==> src/rtl/gbe_mdio_ctrl.sv <==
// Clause-22 MDIO master: serialises preamble/header/turnaround/data for one PHY register access.
// Latency: RSP_VALID pulses N*2*MDC_HALF+1 cycles after accept (N = 65 with preamble, 33 without).
// Backpressure: CMD_READY is high only when idle; CMD_VALID while busy is ignored, not queued.
//
// Ports:
//   CLK, RST                  system clock, asynchronous active-high reset
//   CMD_VALID/CMD_READY       command handshake; CMD_WRITE, CMD_PHYAD, CMD_REGAD, CMD_WDATA latched on accept
//   RSP_VALID                 one-cycle pulse at frame end; RSP_RDATA/RSP_ERR valid with it
//   BUSY                      frame in progress
//   MDC, MDIO_O, MDIO_OE      management clock and pad drive (pad tri-state lives at top level)
//   MDIO_I                    asynchronous pad input, synchronised internally
module gbe_mdio_ctrl #(
  parameter int MDC_HALF    = 25,
  parameter bit PREAMBLE_EN = 1'b1
) (
  input  logic        CLK,
  input  logic        RST,
  input  logic        CMD_VALID,
  output logic        CMD_READY,
  input  logic        CMD_WRITE,
  input  logic [4:0]  CMD_PHYAD,
  input  logic [4:0]  CMD_REGAD,
  input  logic [15:0] CMD_WDATA,
  output logic        RSP_VALID,
  output logic [15:0] RSP_RDATA,
  output logic        RSP_ERR,
  output logic        BUSY,
  output logic        MDC,
  output logic        MDIO_O,
  output logic        MDIO_OE,
  input  logic        MDIO_I
);

  localparam int            HW    = (MDC_HALF > 1) ? $clog2(MDC_HALF) : 1;
  localparam logic [HW-1:0] HLAST = HW'(MDC_HALF - 1);

  typedef enum logic [2:0] {
    S_IDLE,
    S_PRE,
    S_HDR,
    S_TA,
    S_DATA,
    S_END
  } state_t;

  state_t         state_q, state_d;
  logic [HW-1:0]  hcnt_q;
  logic           mdc_q;
  logic [4:0]     bcnt_q, bcnt_d;
  logic [31:0]    tx_q;
  logic           wr_q;
  logic           mdio_o_q, mdio_o_d;
  logic           mdio_oe_q, mdio_oe_d;
  logic [15:0]    rx_q, rdata_q;
  logic           err_q, rsp_err_q;
  logic           rsp_vld_q, rsp_vld_d;
  logic           sync1_q, sync2_q;
  logic           accept, half_done, bit_end, sample_pt, field_last, shift_tx;

  // Last bit index within each field.
  function automatic logic [4:0] field_last_idx(input state_t s);
    case (s)
      S_PRE:   field_last_idx = 5'd31;
      S_HDR:   field_last_idx = 5'd13;
      S_TA:    field_last_idx = 5'd1;
      S_DATA:  field_last_idx = 5'd15;
      default: field_last_idx = 5'd0;
    endcase
  endfunction

  assign accept     = (state_q == S_IDLE) && CMD_VALID;
  assign half_done  = (state_q != S_IDLE) && (hcnt_q == HLAST);
  // MDC falls at the end of each bit (next bit is driven); it rises mid-bit (input is sampled).
  assign bit_end    = half_done && mdc_q;
  assign sample_pt  = half_done && !mdc_q;
  assign field_last = (bcnt_q == field_last_idx(state_q));

  always_ff @(posedge CLK or posedge RST) begin
    if (RST) begin
      state_q <= S_IDLE;
    end else begin
      state_q <= state_d;
    end
  end

  // Next state and the pad drive for the upcoming bit. tx_q[31] always holds the
  // bit currently on the wire during HDR/TA/DATA, so the next bit is tx_q[30].
  always_comb begin
    state_d   = state_q;
    bcnt_d    = bcnt_q;
    mdio_o_d  = mdio_o_q;
    mdio_oe_d = mdio_oe_q;
    rsp_vld_d = 1'b0;
    shift_tx  = 1'b0;
    if (accept) begin
      bcnt_d    = 5'd0;
      mdio_oe_d = 1'b1;
      if (PREAMBLE_EN) begin
        state_d  = S_PRE;
        mdio_o_d = 1'b1;
      end else begin
        state_d  = S_HDR;
        mdio_o_d = 1'b0;  // first ST bit
      end
    end else if (bit_end) begin
      bcnt_d = field_last ? 5'd0 : bcnt_q + 5'd1;
      case (state_q)
        S_PRE: begin
          if (field_last) begin
            state_d  = S_HDR;
            mdio_o_d = tx_q[31];
          end
        end
        S_HDR: begin
          shift_tx = 1'b1;
          mdio_o_d = tx_q[30];
          if (field_last) begin
            state_d   = S_TA;
            mdio_oe_d = wr_q;  // reads release the bus for turnaround and data
          end
        end
        S_TA: begin
          shift_tx = 1'b1;
          mdio_o_d = tx_q[30];
          if (field_last) begin
            state_d = S_DATA;
          end
        end
        S_DATA: begin
          if (field_last) begin
            state_d   = S_END;
            mdio_o_d  = 1'b1;
            mdio_oe_d = 1'b0;
          end else begin
            shift_tx = 1'b1;
            mdio_o_d = tx_q[30];
          end
        end
        S_END: begin
          state_d   = S_IDLE;
          rsp_vld_d = 1'b1;
        end
        default: state_d = S_IDLE;
      endcase
    end
  end

  always_ff @(posedge CLK or posedge RST) begin
    if (RST) begin
      hcnt_q    <= '0;
      mdc_q     <= 1'b0;
      bcnt_q    <= 5'd0;
      tx_q      <= 32'd0;
      wr_q      <= 1'b0;
      mdio_o_q  <= 1'b1;
      mdio_oe_q <= 1'b0;
      rx_q      <= 16'd0;
      rdata_q   <= 16'd0;
      err_q     <= 1'b0;
      rsp_err_q <= 1'b0;
      rsp_vld_q <= 1'b0;
      sync1_q   <= 1'b1;
      sync2_q   <= 1'b1;
    end else begin
      sync1_q   <= MDIO_I;
      sync2_q   <= sync1_q;
      bcnt_q    <= bcnt_d;
      mdio_o_q  <= mdio_o_d;
      mdio_oe_q <= mdio_oe_d;
      rsp_vld_q <= rsp_vld_d;

      // MDC only runs inside a frame; each bit starts low with the counter at 0.
      if (state_q == S_IDLE) begin
        hcnt_q <= '0;
        mdc_q  <= 1'b0;
      end else if (half_done) begin
        hcnt_q <= '0;
        mdc_q  <= ~mdc_q;
      end else begin
        hcnt_q <= hcnt_q + HW'(1);
      end

      // Reads load ones into TA/DATA so MDIO_O idles high while the bus is released.
      if (accept) begin
        wr_q <= CMD_WRITE;
        tx_q <= {2'b01, (CMD_WRITE ? 2'b01 : 2'b10), CMD_PHYAD, CMD_REGAD,
                 (CMD_WRITE ? {2'b10, CMD_WDATA} : 18'h3FFFF)};
      end else if (shift_tx) begin
        tx_q <= {tx_q[30:0], 1'b1};
      end

      if (sample_pt && !wr_q) begin
        if (state_q == S_TA && bcnt_q == 5'd1) begin
          err_q <= sync2_q;  // nobody pulled the bus low: no PHY at this address
        end
        if (state_q == S_DATA) begin
          rx_q <= {rx_q[14:0], sync2_q};
        end
      end

      if (rsp_vld_d) begin
        if (!wr_q) begin
          rdata_q   <= rx_q;
          rsp_err_q <= err_q;
        end else begin
          rsp_err_q <= 1'b0;
        end
      end
    end
  end

  assign CMD_READY = (state_q == S_IDLE);
  assign BUSY      = (state_q != S_IDLE);
  assign MDC       = mdc_q;
  assign MDIO_O    = mdio_o_q;
  assign MDIO_OE   = mdio_oe_q;
  assign RSP_VALID = rsp_vld_q;
  assign RSP_RDATA = rdata_q;
  assign RSP_ERR   = rsp_err_q;

endmodule

==> config.mk <==
export PLATFORM = sky130hd
export DESIGN_NAME = gbe_mdio_ctrl
export DESIGN_NICKNAME = d
export VERILOG_FILES = /design/src/rtl/gbe_mdio_ctrl.sv
export SDC_FILE = /design/constraint.sdc
export NUM_CORES = 1
export LEC_CHECK = 0
export BUFFER_PORTS_ARGS = -buffer_cell sky130_fd_sc_hd__buf_2
export CORE_UTILIZATION = 45
export CTS_CLUSTER_DIAMETER = 80
export CTS_CLUSTER_SIZE = 12
export DETAILED_ROUTE_END_ITERATION = 10
export HOLD_SLACK_MARGIN = 0.02
export PLACE_DENSITY = 0.68
export SLEW_MARGIN = 40
export SYNTH_ARGS = -nofsm -noshare
export SYNTH_HDL_FRONTEND = slang
export SYNTH_SLANG_ARGS = --single-unit
export TNS_END_PERCENT = 20
==> constraint.sdc <==
create_clock -name CLK -period 3.84 [get_ports CLK]
set_clock_uncertainty 0.1 [all_clocks]
set_input_delay 0.768 -clock CLK [delete_from_list [all_inputs] [get_ports CLK]]
set_output_delay 0.768 -clock CLK [all_outputs]
set_load 0.02 [all_outputs]
Yosys cells after proc, flatten, opt, wreduce, memory -nomap -nowiden
Cells that the tools add are included.
- bits of input ports: 31
- output and inout bits: 23
- register bits: 86
- word-level logic and storage cells: 90
- add/subtract/negate cells: 2
- reduce and logical (&&, ||, !) cells: 22
- multiplexer cells: 37
- bitwise logic cells: 2
- equal/unequal tests: 12
- operators by type and width (operator ; count):
    $mux W32 ; 2
    $mux W5 ; 5
    $pmux W5 S4 ; 1
    $mux W3 ; 6
    $mux W1 ; 17
    $mux W17 ; 1
    $ne A3 B3 Y1 const B ; 4
    $pmux W3 S4 ; 1
    $add A5 B1 Y5 const B ; 2
    $eq A3 B2 Y1 const B ; 2
    $eq A3 B3 Y1 const B ; 2
    $logic_and A1 B1 Y1 ; 6
    $reduce_and A2 Y1 ; 3
    $reduce_bool A2 Y1 ; 3
    $reduce_bool A3 Y1 ; 2
    $eq A5 B1 Y1 const B ; 1
    $eq A5 B5 Y1 ; 1
    $eq A5 B5 Y1 const B ; 1
    $reduce_and A5 Y1 ; 1
    $pmux W1 S2 ; 2
    $reduce_and A4 Y1 ; 1
    $reduce_bool A4 Y1 ; 1
    $eq A3 B1 Y1 const B ; 1
    $logic_not A3 Y1 ; 1
    other kinds (6) ; 8

Logic depth before layout (Yosys ltp)
- depth in word-level cells: 9
- mapped depth: 8
- depth with buffers taken out: 8

Least setup slack after synthesis
OpenSTA, ideal clock, no wires.
- path kind: register to register
- from: reg hcnt_q[0]
- to: reg rdata_q[0] (netlist: RSP_RDATA[0])
- required time: 3.615 ns
- arrival: 1.938 ns
- clock period less this slack: 2.162 ns
- path buffers: 1
- setup time: 0.125 ns
- slack: 1.678 ns
- cell stages (with the launch flop): 9
- path through: dfrtp_1 > inv_1 > ha_1 > nand4b_4 > nor2_4 > nand3_1 > nor2_2 > buf_2 > mux2_2
- cells in the longest elaborated chain, start to end: 6
- RTL lines (item ; RTL line ; source):
    start: declaration ; 47 ; logic [HW-1:0] hcnt_q;
    start signal: assignment ; 180 ; hcnt_q <= hcnt_q + HW'(1);
    $eq A5 B5 Y1 ; 72 ; assign half_done = (state_q != S_IDLE) && (hcnt_q == HLAST);
    $logic_and A1 B1 Y1 ; 72 ;
    $logic_and A1 B1 Y1 ; 74 ; assign bit_end = half_done && mdc_q;
    $mux W1 ; 105 ; end else if (bit_end) begin
    $mux W1 ; 95 ; if (accept) begin
    $reduce_and A2 Y1 (no line) ; - ;
    end signal: assignment ; 203 ; rdata_q <= rx_q;
    end: declaration ; 54 ; logic [15:0] rx_q, rdata_q;
No other way between the ends.
A chain may end at the register's enable or synchronous reset.

Final worst setup path
- from: reg state_q[2]
- to: out CMD_READY
- cells in the longest elaborated chain, start to end: 1
- RTL lines (item ; RTL line ; source):
    start: declaration ; 46 ; state_t state_q, state_d;
    start signal: assignment ; 82 ; state_q <= state_d;
    $logic_not A3 Y1 ; 212 ; assign CMD_READY = (state_q == S_IDLE);
    end: declaration ; 19 ; output logic CMD_READY,
No other way between the ends.

==> impl_metrics.csv <==
group,metric,value,unit
grt,grt_pass1_vias,2848,
timing,tightest_slew,0.723,ns
grt,grt.total_usage,17.9,%
yosys,netlist.area_leader.share,51.0,%
routing,firstDrtPassIters,4,
power,leakage,2.12,nW
yosys,syn_area_per_cell,10.5,um^2
timing,setup_tns,0,ns
final_layout,area_delta_synth_final,13.0,%
final_layout,fill_cells,813,
critical_path,end_kind,"output pin",
yosys,yosys.area.top_type,"dfrtp_1",
yosys,async_flop_share,100,%
run,cap_viol_max_count,0,
yosys,ys_ff_latch,86,
routing,wl_per_cell,14.6,um
yosys,synth_common_cells,"83 x dfrtp_1, 43 x nand2_1, 38 x nand3_1",
yosys,synth_most_common_cell,"dfrtp_1",
yosys,netlist_area,0.00408,mm^2
outcome,status,"finished clean",
timing,relSlewSlack,51.8,%
yosys,synthTopCellsByArea,"dfrtp_1 51%, mux2_2 6.1%, nand3_1 4.7%",
power,swShare,31.4,%
grt,grt_pass1_wl,13700,um
floorplanning,rows,34,
routing,vias,2977,
place,routabilityCongestion,0.792,
clock_network,clkLatencyLatePin,0.36,ns
timing,period_minus_slack,2.80,ns
critical_path,start_kind,"flip-flop",
power,power.share.clock,28.4,%
critical_path,critPathKind,"reg2out",
place,dp_cells,528,
yosys,ys_seq_area_share,52.9,%
yosys,synth_edf_count,0,
final_layout,num_antenna_cells,0,
floorplanning,start_util,46.5,%
timing,slew_viol_final,0,
clock_network,cts_tree,"yes",
power,p_comb_share,16.4,%
place,dp_hpwl,5180,um
timing,finalWorstSetupSlack,1.04,ns
final_layout,final_layout_size_suffix_gt1_share,27.1,%
timing,setup_viol,0,
grt,overflow,0,
yosys,ys.flop_type,"dfrtp_1",
clock_network,cts.clk_slew.worst_paths,0.10,ns
worst_hold_path,hp-class,"reg2reg",
place,post-place-ws,1.26,ns
clock_network,cts_root_buffer,"clkbuf_8",
routing,ant_nets,0,
timing,hold_viol_final,0,
yosys,syn_inst,389,
power,power_switching,0.700,mW
routing,routed_wirelength,7950,um
clock_network,clock-sinks,86,
yosys,syn_nets,424,
grt,antenna_found_initial,0,
clock_network,clock_path_buffers,2,
clock_network,cts_resized,0,
floorplanning,die_area,0.00944,mm^2
critical_path,cp.arrival,1.93,ns
clock_network,holdBufCountCts,0,
power,irDropWorstVdd,221,uV
critical_path,cp.required,2.97,ns
clock_network,post_cts_buffers,0,
grt,grt_max_degree,46,
routing,drc,0,
power,pwr-share-seq,55.1,%
floorplanning,num_io_pins,54,
timing,fmax,357,MHz
timing,finalCritPeriodShare,73.0,%
place,port_buffers,53,
clock_network,numCtsBuffers,9,
final_layout,nets,466,
routing,viasPerCell,5.47,
floorplanning,die-width,97.2,um
power,power,2.23,mW
routing,drtIter0Drc,196,
critical_path,crit_fanout,23,
place,dpl_cell_area,0.00440,mm^2
power,p_int,1.53,mW
floorplanning,die_height,97.2,um
final_layout,final_area,0.00460,mm^2
timing,rsz0062_at_grt,"false",
clock_network,cts_htree_levels,3,
yosys,synth.distinct_cells,58,
power,powerDensity,485,mW/mm^2
final_layout,fin_cells,544,
floorplanning,core_area,0.00876,mm^2
yosys,synth_warnings,0,
## layout make-up
cell class	instances	area, um^2	share of cell area [%]
Timing Repair Buffer	57	308	6.68
Clock buffer	9	124	2.69
Inverter	10	40.0	0.870
Clock inverter	7	76.3	1.66
Sequential cell	86	2160	46.8
Tap cell	108	135	2.93
Multi-Input combinational cell	267	1770	38.3
## layer usage
metal	up-vias	global-route usage (%)	wire, um
li1	1451	-	-
met1	1455	26.1	3910
met2	64	26.8	3690
met3	7	3.74	291
met4	0	5.51	70
met5	-	0	0
## cell families after synthesis
family | count (synthesis) | share of synthesized area [%]
adders and majority gates | 4 | 1.23
DFF | 86 | 52.9
muxes | 34 | 9.48
buffers and inverters | 36 | 4.45
xor gates and xnor gates | 5 | 1.07
and+or+nand+nor | 181 | 22.8
AOI/OAI and AO/OA | 43 | 8.10
## per-stage QoR
step / util, % / hold slack [ns]
after detailed placement: 50.2 / 0.252
after CTS: 52.5 / 0.265
after global routing: 52.5 / 0.273
after floorplan: - / 0.245
final: 52.5 / 0.264
after global placement: 50.2 / 0.245
## path summary, 6_finish.rpt
path                       cells past startpoint       start   endpoint  slack [ns]
min in group asynchronous                      2         RST   tx_q[20]        0.34
hold / removal                                 0     sync1_q    sync2_q        0.26
max in group asynchronous                      3         RST    sync2_q        2.63
setup reg to reg                               6  state_q[2]    MDIO_OE        1.28
hold reg to reg                                0     sync1_q    sync2_q        0.26
setup / recovery                               3  state_q[2]  CMD_READY        1.04
## power by group through the flow
stage,clock network [mW],logic [mW],registers [mW]
final,0.635,0.367,1.23
after global routing,0.695,0.426,1.26
after CTS,0.648,0.373,1.23
after detailed placement,0,0.372,1.24
after global placement,0,0.356,1.24
after floorplan,0,0.296,1.22
## cells in the final DEF (no fill, tap or decap), drive strengths merged, types with 2 or more instances in the layout
cell / n
dfstp: 3
ha: 4
or2: 2
xnor2: 3
nand2b: 4
a211oi: 2
nand3: 38
a31oi: 4
o311a: 2
nand3b: 2
o21ai: 11
inv: 14
xor2: 2
o31ai: 3
and3: 2
nor2: 28
buf: 57
nand2: 43
mux2: 34
nor3b: 15
dfrtp: 83
a21oi: 9
clkinv: 3
a2bb2oi: 2
nor2b: 2
clkbuf: 9
or3: 4
nor3: 34
## critical path: stages, from the launching register on
cell,delay (ns)
dfrtp_1,0.61
or3_1,0.61
inv_1,0.17
buf_2,0.19
## flip-flops by register name, indices dropped and copies added, names as in the netlist
signal,flops
hcnt_q,5
sync1_q,1
rx_q,16
RSP_VALID,1
state_q,3
MDIO_OE,1
tx_q,32
RSP_ERR,1
RSP_RDATA,16
wr_q,1
MDIO_O,1
sync2_q,1
err_q,1
bcnt_q,5
MDC,1
Power figures use the tool's default switching activity.
